$ cat config.mk
export PLATFORM = sky130hd
export DESIGN_NAME = dlfloat_dot_sequencer_flat
export DESIGN_NICKNAME = d
export VERILOG_FILES = /design/src/rtl/dlfloat_dot_sequencer_if.sv /design/src/rtl/dlfloat_dot_sequencer.sv /design/src/flat_wrapper.sv
export SDC_FILE = /design/constraint.sdc
export NUM_CORES = 1
export LEC_CHECK = 0
export BUFFER_PORTS_ARGS = -buffer_cell sky130_fd_sc_hd__buf_2
export CAP_MARGIN = 20
export CORE_ASPECT_RATIO = 0.7
export CORE_MARGIN = 2
export CORE_UTILIZATION = 48
export CTS_CLUSTER_SIZE = 16
export DETAILED_ROUTE_END_ITERATION = 8
export HOLD_SLACK_MARGIN = 0.1
export MAX_ROUTING_LAYER = met4
export PLACE_DENSITY_LB_ADDON = 0.1
export SKIP_CTS_REPAIR_TIMING = 1
export SYNTH_ARGS = -nofsm -noshare
export SYNTH_HDL_FRONTEND = slang
export SYNTH_SLANG_ARGS = --single-unit
$ cat constraint.sdc
create_clock -name clk -period 1.6 [get_ports clk]
set_input_delay 0.24 -clock clk [delete_from_list [all_inputs] [get_ports clk]]
set_output_delay 0.24 -clock clk [all_outputs]
set_load 0.01 [all_outputs]
$ cat src/rtl/dlfloat_dot_sequencer_if.sv
// ---------------------------------------------------------------------------
// dlfloat_dot_sequencer_if
//   Bundles the signals around the dot-product sequencer: the 8-bit
//   header/operand input stream, the 8-bit result output stream, the
//   issue bus to the shared DLFloat16 MAC, and the status flags.
//
//   master : the sequencer's view (drives in_ready, out_*, mac_a/b/en/clr,
//            busy, err; receives in_data/in_valid, out_ready, mac_acc)
//   slave  : the surrounding logic's view (pin wrappers + MAC)
// ---------------------------------------------------------------------------
interface dlfloat_dot_sequencer_if;
    logic [7:0]  in_data;
    logic        in_valid;
    logic        in_ready;
    logic [7:0]  out_data;
    logic        out_valid;
    logic        out_ready;
    logic [15:0] mac_a;
    logic [15:0] mac_b;
    logic        mac_en;
    logic        mac_clr;
    logic [15:0] mac_acc;
    logic        busy;
    logic        err;

    modport master (
        input  in_data, in_valid, out_ready, mac_acc,
        output in_ready, out_data, out_valid, mac_a, mac_b, mac_en, mac_clr,
               busy, err
    );

    modport slave (
        output in_data, in_valid, out_ready, mac_acc,
        input  in_ready, out_data, out_valid, mac_a, mac_b, mac_en, mac_clr,
               busy, err
    );
endinterface

$ cat src/rtl/dlfloat_dot_sequencer.sv
// ---------------------------------------------------------------------------
// dlfloat_dot_sequencer
//   Byte-serial controller that runs a shared DLFloat16 MAC through an
//   N-element dot product. A length byte N is followed by N groups of four
//   operand bytes (A hi, A lo, B hi, B lo). Each pair is issued with a
//   one-cycle mac_en; the first pair of a vector also raises mac_clr. After
//   MAC_LAT cycles of drain the accumulator is captured and returned as two
//   bytes, MSB first. N=0 returns 16'h0000 without touching the MAC.
//
//   Ports:
//     clk    : clock
//     rst_n  : asynchronous active-low reset (aborts any operation)
//     bus    : dlfloat_dot_sequencer_if.master (streams, MAC bus, busy, err)
// ---------------------------------------------------------------------------
module dlfloat_dot_sequencer #(
    parameter int MAC_LAT = 2,
    parameter int LEN_W   = 8
) (
    input  logic                      clk,
    input  logic                      rst_n,
    dlfloat_dot_sequencer_if.master   bus
);

    localparam int DCW = $clog2(MAC_LAT + 1);

    typedef enum logic [2:0] {
        S_IDLE, S_LOAD, S_ISSUE, S_DRAIN, S_SEND_HI, S_SEND_LO
    } state_t;

    state_t             r_state;
    state_t             w_next_state;
    logic [LEN_W-1:0]   r_remaining;
    logic               r_first;
    logic [1:0]         r_byte_idx;
    logic [DCW-1:0]     r_drain_cnt;
    logic [15:0]        r_result;
    logic [15:0]        r_mac_a;
    logic [15:0]        r_mac_b;
    logic               r_err;

    logic               w_in_ready;
    logic               w_out_valid;
    logic               w_mac_en;
    logic               w_in_accept;
    logic [LEN_W-1:0]   w_hdr;

    assign w_in_accept = bus.in_valid && w_in_ready;
    assign w_hdr       = LEN_W'(bus.in_data);

    // State register.
    always_ff @(posedge clk or negedge rst_n) begin
        if (!rst_n) begin
            r_state <= S_IDLE;
        end else begin
            // NOTE: sequential state uses non-blocking assignments so every
            // flop samples pre-edge values regardless of statement order.
            r_state <= w_next_state;
        end
    end

    // Next-state and handshake outputs.
    always_comb begin
        // NOTE: every output of this block gets a default first; a path that
        // left one unassigned would infer a latch.
        w_next_state = r_state;
        w_in_ready   = 1'b0;
        w_out_valid  = 1'b0;
        w_mac_en     = 1'b0;
        case (r_state)
            S_IDLE: begin
                w_in_ready = 1'b1;
                if (w_in_accept)
                    w_next_state = (w_hdr == '0) ? S_SEND_HI : S_LOAD;
            end
            S_LOAD: begin
                w_in_ready = 1'b1;
                if (w_in_accept && r_byte_idx == 2'd3)
                    w_next_state = S_ISSUE;
            end
            S_ISSUE: begin
                w_mac_en     = 1'b1;
                w_next_state = (r_remaining == LEN_W'(1)) ? S_DRAIN : S_LOAD;
            end
            S_DRAIN: begin
                if (r_drain_cnt == DCW'(1))
                    w_next_state = S_SEND_HI;
            end
            S_SEND_HI: begin
                w_out_valid = 1'b1;
                if (bus.out_ready)
                    w_next_state = S_SEND_LO;
            end
            S_SEND_LO: begin
                w_out_valid = 1'b1;
                if (bus.out_ready)
                    w_next_state = S_IDLE;
            end
            default: w_next_state = S_IDLE;
        endcase
    end

    // Datapath: operand assembly, counters, result capture, sticky error.
    always_ff @(posedge clk or negedge rst_n) begin
        if (!rst_n) begin
            r_remaining <= '0;
            r_first     <= 1'b0;
            r_byte_idx  <= '0;
            r_drain_cnt <= '0;
            r_result    <= '0;
            r_mac_a     <= '0;
            r_mac_b     <= '0;
            r_err       <= 1'b0;
        end else begin
            case (r_state)
                S_IDLE: begin
                    if (w_in_accept) begin
                        r_err <= 1'b0;
                        if (w_hdr != '0) begin
                            r_remaining <= w_hdr;
                            r_first     <= 1'b1;
                            r_byte_idx  <= '0;
                        end else begin
                            r_result <= '0;
                        end
                    end
                end
                S_LOAD: begin
                    if (w_in_accept) begin
                        case (r_byte_idx)
                            2'd0: r_mac_a[15:8] <= bus.in_data;
                            2'd1: r_mac_a[7:0]  <= bus.in_data;
                            2'd2: r_mac_b[15:8] <= bus.in_data;
                            default: r_mac_b[7:0] <= bus.in_data;
                        endcase
                        // Two-bit index wraps 3 -> 0 on the fourth byte.
                        r_byte_idx <= r_byte_idx + 2'd1;
                    end
                end
                S_ISSUE: begin
                    // All-ones is the "bad operand" marker; still issued.
                    if (r_mac_a == 16'hFFFF || r_mac_b == 16'hFFFF)
                        r_err <= 1'b1;
                    r_first     <= 1'b0;
                    r_remaining <= r_remaining - LEN_W'(1);
                    if (r_remaining == LEN_W'(1))
                        r_drain_cnt <= DCW'(MAC_LAT);
                end
                S_DRAIN: begin
                    r_drain_cnt <= r_drain_cnt - DCW'(1);
                    // Last drain cycle is MAC_LAT cycles after the final mac_en.
                    if (r_drain_cnt == DCW'(1))
                        r_result <= bus.mac_acc;
                end
                default: ;
            endcase
        end
    end

    // in_ready is decoded from IDLE/LOAD; gating it with rst_n keeps every
    // output low while reset is held.
    assign bus.in_ready  = w_in_ready && rst_n;
    assign bus.out_valid = w_out_valid;
    assign bus.out_data  = !w_out_valid           ? 8'h00          :
                           (r_state == S_SEND_LO) ? r_result[7:0]  :
                                                    r_result[15:8];
    assign bus.mac_a     = r_mac_a;
    assign bus.mac_b     = r_mac_b;
    assign bus.mac_en    = w_mac_en;
    assign bus.mac_clr   = w_mac_en && r_first;
    assign bus.busy      = (r_state != S_IDLE);
    assign bus.err       = r_err;

endmodule

$ cat src/flat_wrapper.sv
// flat-port wrapper written by rule: the top's interface ports become plain ports
module dlfloat_dot_sequencer_flat 
#(
    parameter int MAC_LAT = 2,
    parameter int LEN_W   = 8
)
  (clk, rst_n, bus_in_data, bus_in_valid, bus_out_ready, bus_mac_acc, bus_in_ready, bus_out_data, bus_out_valid, bus_mac_a, bus_mac_b, bus_mac_en, bus_mac_clr, bus_busy, bus_err);
  dlfloat_dot_sequencer_if bus_i ();
  input  logic clk;
  input  logic rst_n;
  input wire logic [$bits(bus_i.in_data)-1:0] bus_in_data;
  input wire logic [$bits(bus_i.in_valid)-1:0] bus_in_valid;
  input wire logic [$bits(bus_i.out_ready)-1:0] bus_out_ready;
  input wire logic [$bits(bus_i.mac_acc)-1:0] bus_mac_acc;
  output wire logic [$bits(bus_i.in_ready)-1:0] bus_in_ready;
  output wire logic [$bits(bus_i.out_data)-1:0] bus_out_data;
  output wire logic [$bits(bus_i.out_valid)-1:0] bus_out_valid;
  output wire logic [$bits(bus_i.mac_a)-1:0] bus_mac_a;
  output wire logic [$bits(bus_i.mac_b)-1:0] bus_mac_b;
  output wire logic [$bits(bus_i.mac_en)-1:0] bus_mac_en;
  output wire logic [$bits(bus_i.mac_clr)-1:0] bus_mac_clr;
  output wire logic [$bits(bus_i.busy)-1:0] bus_busy;
  output wire logic [$bits(bus_i.err)-1:0] bus_err;
  assign bus_i.in_data = bus_in_data;
  assign bus_i.in_valid = bus_in_valid;
  assign bus_i.out_ready = bus_out_ready;
  assign bus_i.mac_acc = bus_mac_acc;
  assign bus_in_ready = bus_i.in_ready;
  assign bus_out_data = bus_i.out_data;
  assign bus_out_valid = bus_i.out_valid;
  assign bus_mac_a = bus_i.mac_a;
  assign bus_mac_b = bus_i.mac_b;
  assign bus_mac_en = bus_i.mac_en;
  assign bus_mac_clr = bus_i.mac_clr;
  assign bus_busy = bus_i.busy;
  assign bus_err = bus_i.err;
  dlfloat_dot_sequencer #(.MAC_LAT(MAC_LAT), .LEN_W(LEN_W)) u_core (.clk(clk), .rst_n(rst_n), .bus(bus_i));
endmodule
==> flow_summary.json, run 1 <==
{
  "outcome": "finished, violations left",
  "violations": "negative setup slack",
  "syn2layout_area_growth_pct": 43.2,
  "synthCells": 261,
  "cts_root_buf": "clkbuf_8",
  "ios": 74,
  "grt_pass1_vias": 2583,
  "finalSetupViolCount": 16,
  "ys_types": 46,
  "yosys_most_used_dff": "dfrtp_1",
  "max_freq_mhz": 557,
  "vias_per_cell": 5.82,
  "worstMarginPinSlew_ps": 826,
  "pre_cts_slack_ps": -224,
  "cts.clk_slew.worst_paths_ps": 70,
  "port_buffers": 73,
  "ys_seq_area_frac": 0.527,
  "synth_area_leaders": "dfrtp_1 (53%), mux2_2 (12%), a22o_1 (4.8%), mux2i_1 (2.9%), ha_1 (2.8%)",
  "synth_common_cells": "dfrtp_1 (65), mux2_2 (33), nor2_1 (19), a22o_1 (17), a21oi_1 (10)",
  "yosysWarnings": 0,
  "async_flop_share": 1.00,
  "slew-limit-headroom": 0.449,
  "die_x_microns": 99.9,
  "track_usage": 0.242,
  "period_minus_slack_ps": 1800,
  "final_hold_viol_count": 0,
  "die_area_sq_um": 7100,
  "syn_avg_cell_area_sq_um": 11.8,
  "wl_per_cell_microns": 18.6,
  "tns_ps": -1490,
  "holdWs_ps": 124,
  "antenna_found_initial": 0,
  "cts_tree": "done",
  "synth-edff-count": 0,
  "dpl.cell_count": 443,
  "synth_nets": 296,
  "post-route-period-util": 1.12,
  "drt_iter0_markers": 130,
  "ir_drop_v": 0.00107,
  "gr-total-overflow": 0,
  "numCtsBuffers": 9,
  "end_kind": "output pin",
  "hp-class": "input pin to flip-flop",
  "crit_type": "flip-flop to output pin",
  "dpl.hpwl_microns": 5830,
  "synth_top_area_frac": 0.527,
  "dieHeight_microns": 71.1,
  "insertion_delay_ps": 340,
  "clock_sinks": 65,
  "drv_cap": 0,
  "start_util": 0.497,
  "route.detailed.drc": 0,
  "core_sq_um": 6220,
  "vias": 2742,
  "final_cell_count_no_fill": 471,
  "cp.arrival_ps": 1560,
  "row_count": 24,
  "setup_slack_ps": -195,
  "power_leakage_nw": 2.17,
  "fin_skew_ps": 8.20,
  "final_nets": 423,
  "routed_wl_microns": 8760,
  "diodes": 0,
  "synth_top_area_cell": "dfrtp_1",
  "first_pass_iters": 4,
  "ys_ff_latch": 65,
  "power_mw": 8.48,
  "place_congestion": 0.816,
  "cp.required_ps": 1360,
  "drive_gt1_frac": 0.547,
  "grt_pass1_wl_microns": 12800,
  "powerDensity_nw_per_um2": 1920,
  "synth_area_sq_um": 3090,
  "final_max_slew_viol_count": 0,
  "worst-path-max-fanout": 4,
  "start_kind": "flip-flop",
  "drtAntennaViolNets": 0,
  "rsz0062_at_grt": "true",
  "yosysMostFrequentCell": "dfrtp_1",
  "grt_max_degree": 66,
  "cts_buffer_depth": 2,
  "htreeDepth": 3
}
==> state kept, by name, summed over array words and instances (netlist names), 2 cells and up <==
signal              flops
u_core.bus.mac_a       16
u_core.bus.mac_b       16
u_core.r_result        16
u_core.r_remaining      8
u_core.r_state          3
u_core.r_byte_idx       2
u_core.r_drain_cnt      2
==> cell usage in the layout (no fill, tap or decap), types with 2 or more instances in the layout <==
cell type	n
nand4_1	9
buf_6	7
nor3_2	2
nand2b_4	2
buf_2	70
ha_1	7
nand3_1	2
mux2i_1	8
nor2_2	8
a31oi_1	3
nand2_1	7
a22o_1	17
nor4_1	4
bufinv_16	3
nand4b_1	2
inv_1	7
clkbuf_8	9
o31ai_1	2
o2bb2ai_4	3
mux2_2	33
o21ai_0	6
o31ai_2	3
o21a_1	2
a21oi_1	9
o21ai_1	5
o31a_1	2
dfrtp_1	63
nand2_4	4
buf_4	46
nor2_1	10
dfrtp_2	2
buf_12	2
==> metal layers <==
| metal | vias up | global-route usage | part of all wire |
|---|---|---|---|
| met2 | 90 | 0.335 | 0.45 |
| met5 | - | - | 0 |
| met3 | 8 | 0.0731 | 0.064 |
| met1 | 1409 | 0.355 | 0.48 |
| met4 | 0 | 0.0502 | 0.0080 |
| li1 | 1235 | - | - |
==> kinds of logic after synthesis <==
| family | count (synthesis) | share of synthesized area |
|---|---|---|
| AND/OR/NAND/NOR | 68 | 0.121 |
| multiplexers | 43 | 0.154 |
| flip-flops | 65 | 0.527 |
| buffers and inverters | 21 | 0.0377 |
| adder cells (fa/ha/maj) | 7 | 0.0284 |
| AO/OA/AOI/OAI | 57 | 0.132 |
==> path summary, 6_finish.rpt <==
| path | slack [ps] | cells after the start | start | endpoint |
|---|---|---|---|---|
| hold / removal | 120 | 2 | bus_mac_acc[4] | u_core.r_result[4] |
| setup reg to reg | -70 | 4 | u_core.r_remaining[3] | u_core.r_remaining[7] |
| min in group asynchronous | 130 | 2 | rst_n | u_core.r_remaining[1] |
| hold reg to reg | 490 | 1 | u_core.r_first | u_core.r_first |
| max in group asynchronous | 860 | 2 | rst_n | u_core.r_state[1] |
| setup / recovery | -200 | 5 | u_core.r_state[1] | bus_mac_clr |
==> stage by stage <==
step / utilization / area (sq um)
floorplan: - / 3090
global placement: 0.612 / 3800
detailed placement: 0.612 / 3800
CTS: 0.651 / 4050
global route: 0.711 / 4420
finish: 0.711 / 4420
==> critical path: stages, from the launching register on <==
cell and delay, ps:
dfrtp_2 400, buf_6 110, or3b_4 400, inv_4 90, and2_4 130, buf_6 90
==> final cells by class <==
| cell class | count | area (sq um) |
|---|---|---|
| clock buffers | 10 | 128 |
| clock inverters | 6 | 115 |
| fillers | 457 | 1790 |
| inverters | 9 | 36.3 |
| multi-input cells | 178 | 1600 |
| flip-flops and latches | 65 | 1630 |
| well taps | 78 | 97.6 |
| repair buffers | 125 | 815 |
==> power by group <==
part	total (mW)	internal, mW	switching, mW
sequential	3.01	2.38	0.628
combinational	3.78	1.95	1.83
clock	1.69	1.04	0.647
total	8.48	5.37	3.11
No activity file was read; power rests on OpenSTA's default activity.
==> inputs of run 2 (changes only) <==
--- a/config.mk
+++ b/config.mk
@@ -5,11 +5,12 @@
 export SDC_FILE = /design/constraint.sdc
 export NUM_CORES = 1
 export LEC_CHECK = 0
+export ABC_AREA = 1
 export BUFFER_PORTS_ARGS = -buffer_cell sky130_fd_sc_hd__buf_2
 export CAP_MARGIN = 20
 export CORE_ASPECT_RATIO = 0.7
 export CORE_MARGIN = 2
-export CORE_UTILIZATION = 48
+export CORE_UTILIZATION = 49
 export CTS_CLUSTER_SIZE = 16
 export DETAILED_ROUTE_END_ITERATION = 8
 export HOLD_SLACK_MARGIN = 0.1
==> run 2 against run 1 <==
The run now ends clean. Clock-buffer cell count up 1. Synthesized cell count up 59%. Final area down 2.5%.
==> flow_summary.json, run 2 <==
{
  "yosysWarnings": 0,
  "critPathLaunch": "u_core.r_state[2]",
  "synth-edff-count": 0,
  "end_kind": "output pin",
  "dr_wl_met3_microns": 363,
  "routed_wl_microns": 8130,
  "endpoint": "bus_out_data[7]",
  "reg2reg_depth": 8,
  "min_from": "bus_mac_acc[10]",
  "place_congestion": 0.822,
  "core_sq_um": 6630,
  "first_pass_iters": 4,
  "fin_util": 0.650,
  "numCtsBuffers": 9,
  "final_cell_mix": "nand2_1 (163), buf_2 (72), dfrtp_1 (62), inv_1 (39), o21ai_0 (39)",
  "ys_ff_latch": 65,
  "async_flop_share": 1.00,
  "post-route-period-util": 0.988,
  "dpl.hpwl_microns": 5680,
  "cp.arrival_ps": 1340,
  "max_freq_mhz": 632,
  "yosysMostFrequentCell": "nand2_1",
  "ir_drop_v": 0.000772,
  "crit_type": "flip-flop to output pin",
  "insertion_delay_ps": 340,
  "period_minus_slack_ps": 1580,
  "track_usage": 0.233,
  "rsz0062_at_grt": "true",
  "start_util": 0.499,
  "ios": 74,
  "drtAntennaViolNets": 0,
  "dieHeight_microns": 72.8,
  "ys_types": 29,
  "synth_area_sq_um": 3310,
  "grt_pass1_vias": 2677,
  "cp.required_ps": 1360,
  "clock_sinks": 65,
  "r2r-start": "u_core.r_state[0]",
  "rr_endpoint": "u_core.r_remaining[1]",
  "n_fill_cell": 631,
  "final_nets": 557,
  "htreeDepth": 3,
  "pre_cts_slack_ps": 97.8,
  "final_max_slew_viol_count": 0,
  "fin_skew_ps": 7.88,
  "syn2layout_area_growth_pct": 30.1,
  "cts.clk_slew.worst_paths_ps": 70,
  "worst-path-max-fanout": 6,
  "slew-limit-headroom": 0.445,
  "diodes": 0,
  "synth_nets": 450,
  "synth_top_area_frac": 0.491,
  "yosys_most_used_dff": "dfrtp_1",
  "drt_iter0_markers": 150,
  "grt_pass1_wl_microns": 12900,
  "drv_cap": 0,
  "vias_per_cell": 4.81,
  "synth_common_cells": "nand2_1 (164), dfrtp_1 (65), inv_1 (40), o21ai_0 (39), nor2_1 (22)",
  "dpl.cell_count": 584,
  "finalSetupViolCount": 0,
  "syn_avg_cell_area_sq_um": 7.98,
  "cts_root_buf": "clkbuf_8",
  "powerDensity_nw_per_um2": 1960,
  "synth_top_area_cell": "dfrtp_1",
  "die_area_sq_um": 7440,
  "cts_tree": "done",
  "drive_gt1_frac": 0.279,
  "ys_seq_area_frac": 0.491,
  "setup_slack_ps": 18.4,
  "topRoutingLayerUsed": "met4",
  "synthCells": 415,
  "start_kind": "flip-flop",
  "outcome": "complete, no violations",
  "antenna_found_initial": 0,
  "worstMarginPinSlew_ps": 832,
  "grt_max_degree": 66,
  "gr-total-overflow": 0,
  "cts_buffer_depth": 2,
  "vias": 2988,
  "power_leakage_nw": 2.33,
  "final_cell_count_no_fill": 621,
  "r2r_setup_slack_ps": 100,
  "wl_per_cell_microns": 13.1,
  "synth_area_leaders": "dfrtp_1 (49%), nand2_1 (19%), o21ai_0 (5.9%), inv_1 (4.5%), nand3_1 (2.9%)",
  "row_count": 25,
  "port_buffers": 73,
  "route.detailed.drc": 0,
  "die_x_microns": 102,
  "hp-class": "input pin to flip-flop",
  "drt-met1-wl_microns": 4020,
  "met2_wirelength_microns": 3720,
  "layout_commonest_cell": "nand2_1",
  "final_hold_viol_count": 0
}
## run 2: cell count changes after synthesis, moves of 6 or more
cell     delta
nand4_1     -6
a22o_1     -17
inv_1      +31
mux2_2     -33
nand2_1   +157
nand3_1    +17
o21ai_0    +31
mux2i_1     -9
## run 2: cell type report
class / instances / area, sq um / area share
Clock buffer: 11 / 141 / 0.0328
Clock inverter: 5 / 78.8 / 0.0183
Inverter: 46 / 194 / 0.0450
Multi-Input combinational cell: 294 / 1480 / 0.344
Sequential cell: 65 / 1630 / 0.378
Tap cell: 94 / 118 / 0.0273
Timing Repair Buffer: 106 / 663 / 0.154
## run 2: power by group
group          switching [mW]  total, mW  internal, mW
Clock                   0.646       1.56         0.918
Sequential              0.626       3.06          2.43
Combinational            2.27       3.80          1.54
Total                    3.54       8.43          4.89
## run 2: metal layers
metal | up-vias | GRT usage
li1 | 1510 | -
met1 | 1402 | 0.343
met2 | 72 | 0.323
met3 | 4 | 0.0613
met4 | 0 | 0.0533
met5 | - | -
## run 2: cells by family after synthesis
kind of cell	Yosys count	synth area share
fa+ha+maj	7	0.0264
flops	65	0.491
buf+inv	56	0.0808
simple gates	227	0.308
xor+xnor	3	0.00793
compound gates	57	0.0861
## run 2: critical path, cell delays in order (launching register included)
cell	delay (ps)
dfrtp_2	440
buf_6	140
nand2_8	60
buf_6	130
a21oi_2	100
buf_2	130
## run 2: how the worst min path moves through the flow
stage	to	slack, ps	cells past startpoint
after floorplan	u_core.bus.err	-60	0
after global placement	u_core.r_result[3]	430	3
after detailed placement	u_core.r_result[10]	440	3
after CTS	u_core.r_result[10]	70	3
after global routing	u_core.r_result[6]	100	3
final	u_core.r_result[10]	90	3
## run 2: per-stage QoR
step,hold WS (ps),cell area [sq um],power [mW],setup TNS (ps)
5_1_grt,100,4310,9.11,-401
3_3_place_gp,434,3790,6.31,0
2_1_floorplan,-55.6,3310,5.28,0
6_report,89.8,4310,8.43,0
4_1_cts,72.0,4010,7.99,-910
3_5_place_dp,438,3790,6.41,0
==> inputs of run 3 (changes only) <==
--- a/config.mk
+++ b/config.mk
@@ -11,6 +11,7 @@
 export CORE_ASPECT_RATIO = 0.7
 export CORE_MARGIN = 2
 export CORE_UTILIZATION = 49
+export CTS_CLUSTER_DIAMETER = 80
 export CTS_CLUSTER_SIZE = 16
 export DETAILED_ROUTE_END_ITERATION = 8
 export HOLD_SLACK_MARGIN = 0.1
@@ -20,3 +21,4 @@
 export SYNTH_ARGS = -nofsm -noshare
 export SYNTH_HDL_FRONTEND = slang
 export SYNTH_SLANG_ARGS = --single-unit
+export TNS_END_PERCENT = 30
==> constraint.sdc (replaced) <==
create_clock -name clk -period 1.6 [get_ports clk]
set_input_delay 0.24 -clock clk [delete_from_list [all_inputs] [get_ports clk]]
set_output_delay 0.24 -clock clk [all_outputs]
set_load 0.05 [all_outputs]
==> run 3 against run 2 <==
The run now ends with negative setup slack left. First-iteration DRC count rose by 2.0%. Routed wire length fell by 0.27%. Sequential power barely moved. Final cell count fell by 1.9%. Critical path type unchanged. Largest power group unchanged.
==> flow_summary.json, run 3 (same netlist as run 2, synthesis figures left out) <==
{
  "place_congestion": 0.838,
  "p_sw_frac": 0.518,
  "r2r-start": "u_core.r_state[1]",
  "cts_tree": "done",
  "vias_per_cell": 4.82,
  "hp-class": "input pin to flip-flop",
  "power_leakage_nw": 2.28,
  "syn2layout_area_growth_pct": 28.6,
  "drive_gt1_frac": 0.282,
  "die_x_microns": 102,
  "powerDensity_nw_per_um2": 2280,
  "tns_ps": -631,
  "die_area_sq_um": 7440,
  "port_buffers": 73,
  "p_int_mw": 4.68,
  "grt_max_degree": 66,
  "r2r_setup_slack_ps": 70,
  "combPwrFrac": 0.541,
  "drt_iter0_markers": 153,
  "start_util": 0.499,
  "worst-path-max-fanout": 4,
  "routed_wl_microns": 8110,
  "first_pass_iters": 5,
  "gr-total-overflow": 0,
  "drv_cap": 0,
  "dieHeight_microns": 72.8,
  "final_hold_viol_count": 0,
  "ir_drop_v": 0.00140,
  "fin_util": 0.642,
  "final_max_slew_viol_count": 0,
  "fin_skew_ps": 8.07,
  "end_kind": "output pin",
  "slew-limit-headroom": 0.449,
  "period_minus_slack_ps": 1690,
  "insertion_delay_ps": 340,
  "dpl.hpwl_microns": 5740,
  "grt_pass1_wl_microns": 12900,
  "cts.clk_slew.worst_paths_ps": 80,
  "htreeDepth": 3,
  "crit_type": "flip-flop to output pin",
  "drtAntennaViolNets": 0,
  "diodes": 0,
  "route.detailed.drc": 0,
  "final_cell_mix": "nand2_1 (159), dfrtp_1 (62), buf_2 (61), inv_1 (40), o21ai_0 (39)",
  "antenna_found_initial": 0,
  "clock_sinks": 65,
  "rr_endpoint": "u_core.r_result[4]",
  "track_usage": 0.233,
  "rsz0062_at_grt": "true",
  "endpoint": "bus_busy",
  "violations": "negative setup slack",
  "row_count": 25,
  "switching_power_mw": 5.02,
  "ios": 74,
  "numCtsBuffers": 9,
  "grt_pass1_vias": 2657,
  "cp.arrival_ps": 1450,
  "final_nets": 545,
  "p_seq_frac": 0.318,
  "post-route-period-util": 1.06,
  "clkPwrFrac": 0.142,
  "outcome": "finished, violations left",
  "finalSetupViolCount": 11,
  "start_kind": "flip-flop",
  "core_sq_um": 6630,
  "layout_commonest_cell": "nand2_1",
  "setup_slack_ps": -89.9,
  "cts_buffer_depth": 2,
  "cts_root_buf": "clkbuf_8",
  "max_freq_mhz": 592,
  "wl_per_cell_microns": 13.3,
  "reg2reg_depth": 8,
  "vias": 2933,
  "critPathLaunch": "u_core.r_state[1]",
  "cp.required_ps": 1360,
  "worstMarginPinSlew_ps": 827
}
==> run 3: cell count changes in the layout (fill, tap and decap cells not counted), moves of 2 or more <==
cell           change
a21oi_4            +3
inv_2              +2
buf_4              -6
nand2_1            -4
nand2_4            +5
nand2_8            -2
clkinvlp_4         +2
buf_6              +9
dlygate4sd3_1      -5
nor2_2             +2
a21oi_1            -3
nor2_4             -3
buf_2             -11
==> run 3: worst min-delay path by stage <==
stage / from / to / slack (ps) / cells after the start
4_1_cts: bus_mac_acc[2] / u_core.r_result[2] / 80 / 3
6_report: bus_mac_acc[2] / u_core.r_result[2] / 90 / 3
2_1_floorplan: rst_n / u_core.bus.err / -60 / 0
3_3_place_gp: bus_mac_acc[3] / u_core.r_result[3] / 430 / 3
3_5_place_dp: bus_mac_acc[2] / u_core.r_result[2] / 440 / 3
5_1_grt: bus_mac_acc[5] / u_core.r_result[5] / 100 / 3
==> run 3: per-stage QoR <==
| step | cells | cell area [sq um] | hold slack (ps) | power, mW | setup WS, ps |
|---|---|---|---|---|---|
| after floorplan | 415 | 3350 | -55.6 | 6.81 | -70.9 |
| after global placement | 586 | 3850 | 435 | 7.89 | 33.3 |
| final | 609 | 4260 | 88.5 | 9.70 | -89.9 |
| after CTS | 602 | 4040 | 77.3 | 9.39 | -241 |
| after global routing | 609 | 4260 | 103 | 10.4 | -142 |
| after detailed placement | 586 | 3850 | 440 | 7.99 | 12.9 |
==> run 3: cell type report <==
type / count / area [sq um]
Fill cell: 626 / 2370
Sequential cell: 65 / 1630
Multi-Input combinational cell: 294 / 1510
Timing Repair Buffer: 94 / 629
Inverter: 46 / 178
Clock buffer: 9 / 124
Tap cell: 94 / 118
Clock inverter: 7 / 71.3
==> run 3: critical path: stages, from the launching register on <==
cell and delay (ps):
dfrtp_2 460, nor2_4 130, inv_2 80, nor2_1 170, inv_1 70, buf_2 210
==> run 3: power groups by stage <==
stage	registers, mW	logic (mW)	clock network, mW
after detailed placement	3.04	4.95	0
final	3.08	5.25	1.37
after CTS	3.03	4.96	1.41
after floorplan	4.32	2.49	0
after global routing	3.18	5.76	1.47
after global placement	3.03	4.87	0
==> run 3: per-layer routing <==
layer	share of wire	up-vias	global-route usage
li1	-	1485	-
met1	0.49	1387	0.340
met2	0.47	56	0.332
met3	0.042	5	0.0556
met4	0.0057	0	0.0533
met5	0	-	-
